**config.mk**
```make
export PLATFORM = sky130hd
export DESIGN_NAME = spi_tx
export DESIGN_NICKNAME = d
export VERILOG_FILES = /design/src/rtl/spi_pkg.sv /design/src/rtl/spi_tx.sv
export SDC_FILE = /design/constraint.sdc
export NUM_CORES = 1
export LEC_CHECK = 0
export CAP_MARGIN = 40
export CORE_ASPECT_RATIO = 0.7
export CORE_MARGIN = 2
export CORE_UTILIZATION = 35
export DETAILED_ROUTE_END_ITERATION = 10
export GPL_TIMING_DRIVEN = 0
export HOLD_SLACK_MARGIN = 0.15
export PLACE_DENSITY = 0.53
export SYNTH_ARGS = -nofsm -noshare
export SYNTH_HDL_FRONTEND = slang
export SYNTH_SLANG_ARGS = --single-unit
```
**constraint.sdc**
```tcl
create_clock -name clock_i -period 2.8 [get_ports clock_i]
set_clock_uncertainty 0.2 [all_clocks]
set_input_delay 0.56 -clock clock_i [delete_from_list [all_inputs] [get_ports clock_i]]
set_output_delay 0.56 -clock clock_i [all_outputs]
set_load 0.02 [all_outputs]
```
**src/rtl/spi_pkg.sv**
```systemverilog
`default_nettype none
// ============================================================================
// Module      : spi_pkg
// Description : Shared SPI definitions. Holds the transmitter state
//               enumeration, default word width and clock divider (also used
//               by the spi_rx benches), and a small helper function.
// Revision    : 1.0 - initial release
// ============================================================================
package spi_pkg;

    localparam int SPI_WIDTH_DEFAULT   = 24;
    localparam int SPI_CLK_DIV_DEFAULT = 4;

    typedef enum logic [2:0] {
        IDLE     = 3'd0,
        SETUP    = 3'd1,
        SHIFT_HI = 3'd2,
        SHIFT_LO = 3'd3,
        HOLD     = 3'd4
    } spi_tx_state_t;

    // Largest of three timing parameters; sizes the shared timing counter.
    function automatic int spi_max3(input int a, input int b, input int c);
        int m;
        m = a;
        if (b > m) m = b;
        if (c > m) m = c;
        return m;
    endfunction

endpackage
`default_nettype wire

```
**src/rtl/spi_tx.sv**
```systemverilog
`default_nettype none
// ============================================================================
// Module      : spi_tx
// Description : SPI master transmitter. Accepts a WIDTH-bit word on a
//               ready/start handshake, drops chip-select, generates SCLK
//               (idle low) from clock_i and shifts the word out MSB-first.
//               MOSI changes on SCLK rising edges so it is stable at each
//               falling edge, where the peripheral samples it.
// Ports       : clock_i     - system clock
//               reset_i     - asynchronous, active-low reset
//               tx_start_i  - transfer request, honoured only while ready
//               tx_data_i   - word to send, sampled at acceptance
//               tx_ready_o  - idle, able to accept a start
//               tx_done_o   - one-cycle pulse when CS has been released
//               SCLK_o      - SPI clock
//               MOSI_o      - serial data out, MSB first
//               CS_n_o      - active-low chip select
// Revision    : 1.0 - initial release
// ============================================================================
module spi_tx
    import spi_pkg::*;
#(
    parameter int WIDTH    = SPI_WIDTH_DEFAULT,
    parameter int CLK_DIV  = SPI_CLK_DIV_DEFAULT,
    parameter int CS_SETUP = 2,
    parameter int CS_HOLD  = 2
) (
    input  logic             clock_i,
    input  logic             reset_i,
    input  logic             tx_start_i,
    input  logic [WIDTH-1:0] tx_data_i,
    output logic             tx_ready_o,
    output logic             tx_done_o,
    output logic             SCLK_o,
    output logic             MOSI_o,
    output logic             CS_n_o
);

    localparam int c_CNT_W = $clog2(spi_max3(CLK_DIV, CS_SETUP, CS_HOLD) + 1);
    localparam int c_BIT_W = $clog2(WIDTH + 1);

    localparam logic [c_CNT_W-1:0] c_SETUP_LAST = c_CNT_W'(CS_SETUP - 1);
    localparam logic [c_CNT_W-1:0] c_HALF_LAST  = c_CNT_W'(CLK_DIV - 1);
    localparam logic [c_CNT_W-1:0] c_HOLD_LAST  = c_CNT_W'(CS_HOLD - 1);
    localparam logic [c_BIT_W-1:0] c_BITS_ALL   = c_BIT_W'(WIDTH);

    localparam logic [2:0] c_ST_IDLE     = IDLE;
    localparam logic [2:0] c_ST_SETUP    = SETUP;
    localparam logic [2:0] c_ST_SHIFT_HI = SHIFT_HI;
    localparam logic [2:0] c_ST_SHIFT_LO = SHIFT_LO;
    localparam logic [2:0] c_ST_HOLD     = HOLD;

    generate
        if (WIDTH < 1 || CLK_DIV < 1 || CS_SETUP < 1 || CS_HOLD < 1) begin : g_param_check
            $error("spi_tx: WIDTH, CLK_DIV, CS_SETUP and CS_HOLD must all be >= 1");
        end
    endgenerate

    logic [2:0]         r_state;
    logic [c_CNT_W-1:0] r_tcnt;
    logic [c_BIT_W-1:0] r_bits;
    logic [WIDTH-1:0]   r_shift;
    logic               r_ready;
    logic               r_done;
    logic               r_sclk;
    logic               r_mosi;
    logic               r_csn;
    logic               w_tlast;

    // Last cycle of the current timed phase.
    always_comb begin
        w_tlast = 1'b0;
        case (r_state)
            c_ST_SETUP:    w_tlast = (r_tcnt == c_SETUP_LAST);
            c_ST_SHIFT_HI: w_tlast = (r_tcnt == c_HALF_LAST);
            c_ST_SHIFT_LO: w_tlast = (r_tcnt == c_HALF_LAST);
            c_ST_HOLD:     w_tlast = (r_tcnt == c_HOLD_LAST);
            default:       w_tlast = 1'b0;
        endcase
    end

    always_ff @(posedge clock_i or negedge reset_i) begin
        if (!reset_i) begin
            r_state <= c_ST_IDLE;
            r_tcnt  <= '0;
            r_bits  <= '0;
            r_shift <= '0;
            r_ready <= 1'b1;
            r_done  <= 1'b0;
            r_sclk  <= 1'b0;
            r_mosi  <= 1'b0;
            r_csn   <= 1'b1;
        end else begin
            r_done <= 1'b0;
            case (r_state)
                c_ST_IDLE: begin
                    if (tx_start_i && r_ready) begin
                        r_shift <= tx_data_i;
                        r_csn   <= 1'b0;
                        r_ready <= 1'b0;
                        r_tcnt  <= '0;
                        r_state <= c_ST_SETUP;
                    end
                end
                c_ST_SETUP: begin
                    if (w_tlast) begin
                        // First rising edge carries the MSB onto MOSI.
                        r_sclk  <= 1'b1;
                        r_mosi  <= r_shift[WIDTH-1];
                        r_shift <= r_shift << 1;
                        r_bits  <= c_BIT_W'(1);
                        r_tcnt  <= '0;
                        r_state <= c_ST_SHIFT_HI;
                    end else begin
                        r_tcnt <= r_tcnt + c_CNT_W'(1);
                    end
                end
                c_ST_SHIFT_HI: begin
                    if (w_tlast) begin
                        r_sclk  <= 1'b0;
                        r_tcnt  <= '0;
                        r_state <= c_ST_SHIFT_LO;
                    end else begin
                        r_tcnt <= r_tcnt + c_CNT_W'(1);
                    end
                end
                c_ST_SHIFT_LO: begin
                    if (w_tlast) begin
                        r_tcnt <= '0;
                        if (r_bits != c_BITS_ALL) begin
                            // Next bit changes on the same edge SCLK rises.
                            r_sclk  <= 1'b1;
                            r_mosi  <= r_shift[WIDTH-1];
                            r_shift <= r_shift << 1;
                            r_bits  <= r_bits + c_BIT_W'(1);
                            r_state <= c_ST_SHIFT_HI;
                        end else begin
                            r_state <= c_ST_HOLD;
                        end
                    end else begin
                        r_tcnt <= r_tcnt + c_CNT_W'(1);
                    end
                end
                c_ST_HOLD: begin
                    if (w_tlast) begin
                        r_csn   <= 1'b1;
                        r_done  <= 1'b1;
                        r_ready <= 1'b1;
                        r_tcnt  <= '0;
                        r_state <= c_ST_IDLE;
                    end else begin
                        r_tcnt <= r_tcnt + c_CNT_W'(1);
                    end
                end
                default: begin
                    r_state <= c_ST_IDLE;
                end
            endcase
        end
    end

    assign tx_ready_o = r_ready;
    assign tx_done_o  = r_done;
    assign SCLK_o     = r_sclk;
    assign MOSI_o     = r_mosi;
    assign CS_n_o     = r_csn;

endmodule
`default_nettype wire

```
## Word-level counts from Yosys, hierarchy flattened

Index checks and enable logic that the tools add are counted.
W data, S select, Z words.

- Bits in registers: 39
- Bits of input ports: 27
- Output and inout port bits: 5
- Logic and storage cells: 72

- Add/subtract/negate cells: 2
- Eq/ne operators: 13
- Muxes and demuxes: 33
- Reductions and logical operators: 16

Operators with widths:

| cell | count |
|---|---|
| $mux W24 | 4 |
| $pmux W24 S3 | 1 |
| $mux W3 | 8 |
| $mux W5 | 3 |
| $pmux W3 S5 | 1 |
| $reduce_and A5 Y1 | 3 |
| $ne A2 B2 Y1 const B | 6 |
| $mux W1 | 10 |
| $pmux W5 S2 | 1 |
| $eq A3 B2 Y1 const B | 3 |
| $eq A3 B1 Y1 const B | 2 |
| $pmux W1 S2 | 3 |
| $pmux W3 S2 | 1 |
| $reduce_bool A2 Y1 | 3 |
| $reduce_bool A3 Y1 | 2 |
| $add A5 B1 Y5 const B | 1 |
| $ne A5 B5 Y1 const B | 1 |
| $reduce_and A4 Y1 | 1 |
| $reduce_or A2 Y1 | 2 |
| $reduce_or A4 Y1 | 1 |
| $add A3 B1 Y3 const B | 1 |
| $eq A3 B3 Y1 const B | 1 |
| $logic_not A3 Y1 | 1 |
| $pmux W1 S3 | 1 |
| 3 further kinds | 3 |

## Logic depth before layout (Yosys ltp)

- Word-level depth: 5
- Gate-level depth with buffers: 7
- Mapped depth without buffers: 6

## Least setup slack after synthesis

OpenSTA, ideal clock, no wires.

- Kind: register -> register
- From: reg r_tcnt[1]
- To: reg r_shift[10]
- Arrival: 1.720 ns
- Path slack: 0.755 ns
- Stages on the path, launching flop included: 7
- Buffers on the path: 2
- Path through: dfrtp_1 > buf_2 > xnor2_1 > nand2_2 > a211oi_4 > buf_6 > mux2_2

- Longest elaborated chain between the ends: 4

RTL lines:

| what | line | RTL |
|---|---|---|
| start, declared | spi_tx.sv:60 | `logic [c_CNT_W-1:0] r_tcnt;` |
| start signal, assigned | spi_tx.sv:115 | `r_tcnt <= r_tcnt + c_CNT_W'(1);` |
| start signal, assigned | spi_tx.sv:124 | `r_tcnt <= r_tcnt + c_CNT_W'(1);` |
| start signal, assigned | spi_tx.sv:141 | `r_tcnt <= r_tcnt + c_CNT_W'(1);` |
| $eq A3 B1 Y1 or $eq A3 B2 Y1 (tied branches) | -- |  |
| $pmux W1 S2 * | spi_tx.sv:73 | `case (r_state)` |
| $ne A2 B2 Y1 (no line) | -- |  |
| $reduce_and A5 Y1 (no line) * | -- |  |
| end signal, assigned | spi_tx.sv:98 | `r_shift <= tx_data_i;` |
| end signal, assigned | spi_tx.sv:110 | `r_shift <= r_shift << 1;` |
| end signal, assigned | spi_tx.sv:134 | `r_shift <= r_shift << 1;` |
| end, declared | spi_tx.sv:62 | `logic [WIDTH-1:0] r_shift;` |

Every way passes the cells marked *; elsewhere a longest branch is shown, timed or not.
A chain may end at the register's enable or synchronous reset.

==> flow_summary.ini <==
[finish]
area_growth_pct = 26.28
design_area_sq_um = 2718
final_cells = 305
fin_nets = 259
final_util_pct = 46.52
fillers = 545
drive_above_1_share_pct = 31.74
antenna_cells = 0

[synthesis]
synth_cell_types = 43
ys_warn_count = 0
synth_flop_cell = dfrtp_1
syn_inst = 189
yosysSeqAreaShare_pct = 45.41
syn_nets = 219
synth-seq-cells = 39
synth_area_sq_um = 2152
syn_avg_cell_area_sq_um = 11.39
async_flop_share_pct = 100.0
synth_edf_count = 0

[power]
p_seq_share_pct = 46.9
p_leak_nw = 1.193
p_int_mw = 0.9643
pwr-share-clk_pct = 47.5
power.share.switching_pct = 19.63
combPwrFrac_pct = 5.6
cellPowerDensity_nw_per_um2 = 441.5
power_switching_mw = 0.2356
ir_worst_vdd_v = 0.0002256
p_total_mw = 1.200

[flow_run]
cap_violations = 0

[worst_setup_path]
critPathBufInv = 2
end_kind = primary output
required_ns = 2.04
worstSetupPathType = register to primary output
critPathMaxStageDelay_ns = 0.61
crit_fanout = 8
crit_family = buffers and inverters
cp_data_arrival_time_ns = 1.62
critical_path.slowest_cell = dfstp_2
cp_cell_sequence = buf_4, clkdlybuf4s50_1
startpoint_type = register

[detailed_routing]
drtIter0Drc = 80
antenna_left = 0
firstDrtPassIters = 4
wl_per_cell_um = 13.55
route.detailed.drc = 0
vias = 1501
via_per_inst = 4.921
finalWirelength_um = 4133

[clock_network]
clk_latency_ns = 0.30
numCtsBuffers = 5
cts_max_level = 2
cts_tree = yes
cts_root_buf = clkbuf_8
ctsLongestPathBuffers = 2
clk_pin_slew_ns = 0.08
cts_sinks = 39

[floorplan]
die_w_um = 97.72
core_area_sq_um = 5842
rows = 23
die-height_um = 69.61
num_io_pins = 32
initial_core_util_pct = 36.84
die_area_sq_um = 6802

[place]
placed_area_sq_um = 2571
port_buffers = 31
gp_congestion = 0.7765
place_inst = 296
dp_hpwl_um = 3009

[sta]
tightestPinTransition_ns = 0.6280
fin_crit_sh_pct = 85.05
tns_ns = 0
slew_viol_final = 0
relSlewSlack_pct = 58.04
fin_crit_ns = 2.381
fmax_ghz = 0.4199
hold_viol_final = 0
setup_viol = 0
rsz0062_at_grt = no

[grt]
grt_pass1_wl_um = 7141
grt_use_total_pct = 12.96
antenna_found_initial = 0
grt_pass1_vias = 1457
grt_overflow_total = 0
grt_max_degree = 28

[worst_hold_path]
hp-class = register to register

[outcome]
status = completed
through the flow:
stage	worst slack [ns]	hold slack [ns]
5_1_grt	0.3596	0.3109
4_1_cts	0.4048	0.2948
3_5_place_dp	0.1452	0.2768
6_report	0.4186	0.2896
3_3_place_gp	-0.09839	0.2661
2_1_floorplan	0.7555	0.06441
cell type report:
cell class	count	area (sq um)	share of cell area [%]
clock inverters	3	67.56	2.486
multi-input cells	129	1064	39.13
inverters	8	30.03	1.105
plain buffers	13	81.33	2.993
flip-flops and latches	39	977.2	35.96
repair buffers	33	335.3	12.34
well taps	75	93.84	3.453
clock buffers	5	68.82	2.532
cell usage after synthesis, types with 3 or more instances:
master | instances | area share, %
a21oi_1 | 10 | 2.3
buf_2 | 5 | 1.2
buf_6 | 3 | 1.6
clkbuf_1 | 4 | 0.70
dfrtp_1 | 38 | 44
ha_1 | 3 | 1.7
inv_1 | 8 | 1.4
mux2_1 | 3 | 1.6
mux2_2 | 43 | 22
nand2_1 | 13 | 2.3
nand3_1 | 4 | 0.93
nor2_1 | 7 | 1.2
o21ai_0 | 8 | 1.9
power groups by stage:
stage          logic, mW  registers (mW)  clock network [mW]
2_1_floorplan     0.0146           0.574                   0
3_3_place_gp      0.0657           0.574                   0
3_5_place_dp      0.0682           0.574                   0
4_1_cts           0.0696           0.563               0.587
5_1_grt           0.0742           0.563               0.611
6_report          0.0677           0.563               0.570
sequential cells by signal, summed over array words and instances (netlist names):
name,cells
CS_n_o,1
MOSI_o,1
SCLK_o,1
r_bits,5
r_shift,24
r_state,3
r_tcnt,3
tx_done_o,1
final timing paths:
| check | slack (ns) | start | cells past startpoint | end |
|---|---|---|---|---|
| setup / recovery | 0.42 | CS_n_o | 2 | tx_ready_o |
| hold / removal | 0.29 | r_shift[22] | 1 | r_shift[22] |
| setup reg to reg | 0.55 | r_tcnt[1] | 6 | r_shift[15] |
| hold reg to reg | 0.29 | r_shift[22] | 1 | r_shift[22] |
| max in group asynchronous | 1.38 | reset_i | 3 | CS_n_o |
| min in group asynchronous | 0.49 | reset_i | 2 | r_tcnt[0] |
metal layers:
metal	part of all wire (%)	global-route usage, %	vias to the layer above
met5	0	0	-
met4	1.9	5.093	0
met3	4.5	3.226	7
met2	38	16.32	39
met1	56	20.57	701
li1	-	-	754
cell usage in the layout (no fill, tap or decap), types with 4 or more instances in the layout:
cell             count
a21oi_1             10
buf_2                6
clkbuf_1             4
clkbuf_8             5
clkdlybuf4s50_1     30
dfrtp_1             38
inv_1                8
mux2_2              43
nand2_1             13
nand3_1              4
nor2_1               7
o21ai_0              8
kinds of logic (layout without fill, tap and decap cells):
kind of cell	Yosys count	after routing	synth area share [%]
simple gates	44	44	11.63
flops	39	39	45.41
compound gates	32	32	10.23
xor+xnor	2	2	0.8141
fa+ha+maj	3	3	1.744
buf+inv	21	62	5.174
mux	48	48	25.00
what timing repair did:
action	4_1_cts	5_1_grt
gates resized for setup	0	0
hold endpoints to repair	12	0
buffers inserted	0	0
hold buffers	1	0
setup endpoints to repair	0	0
Power figures use the tool's default switching activity.
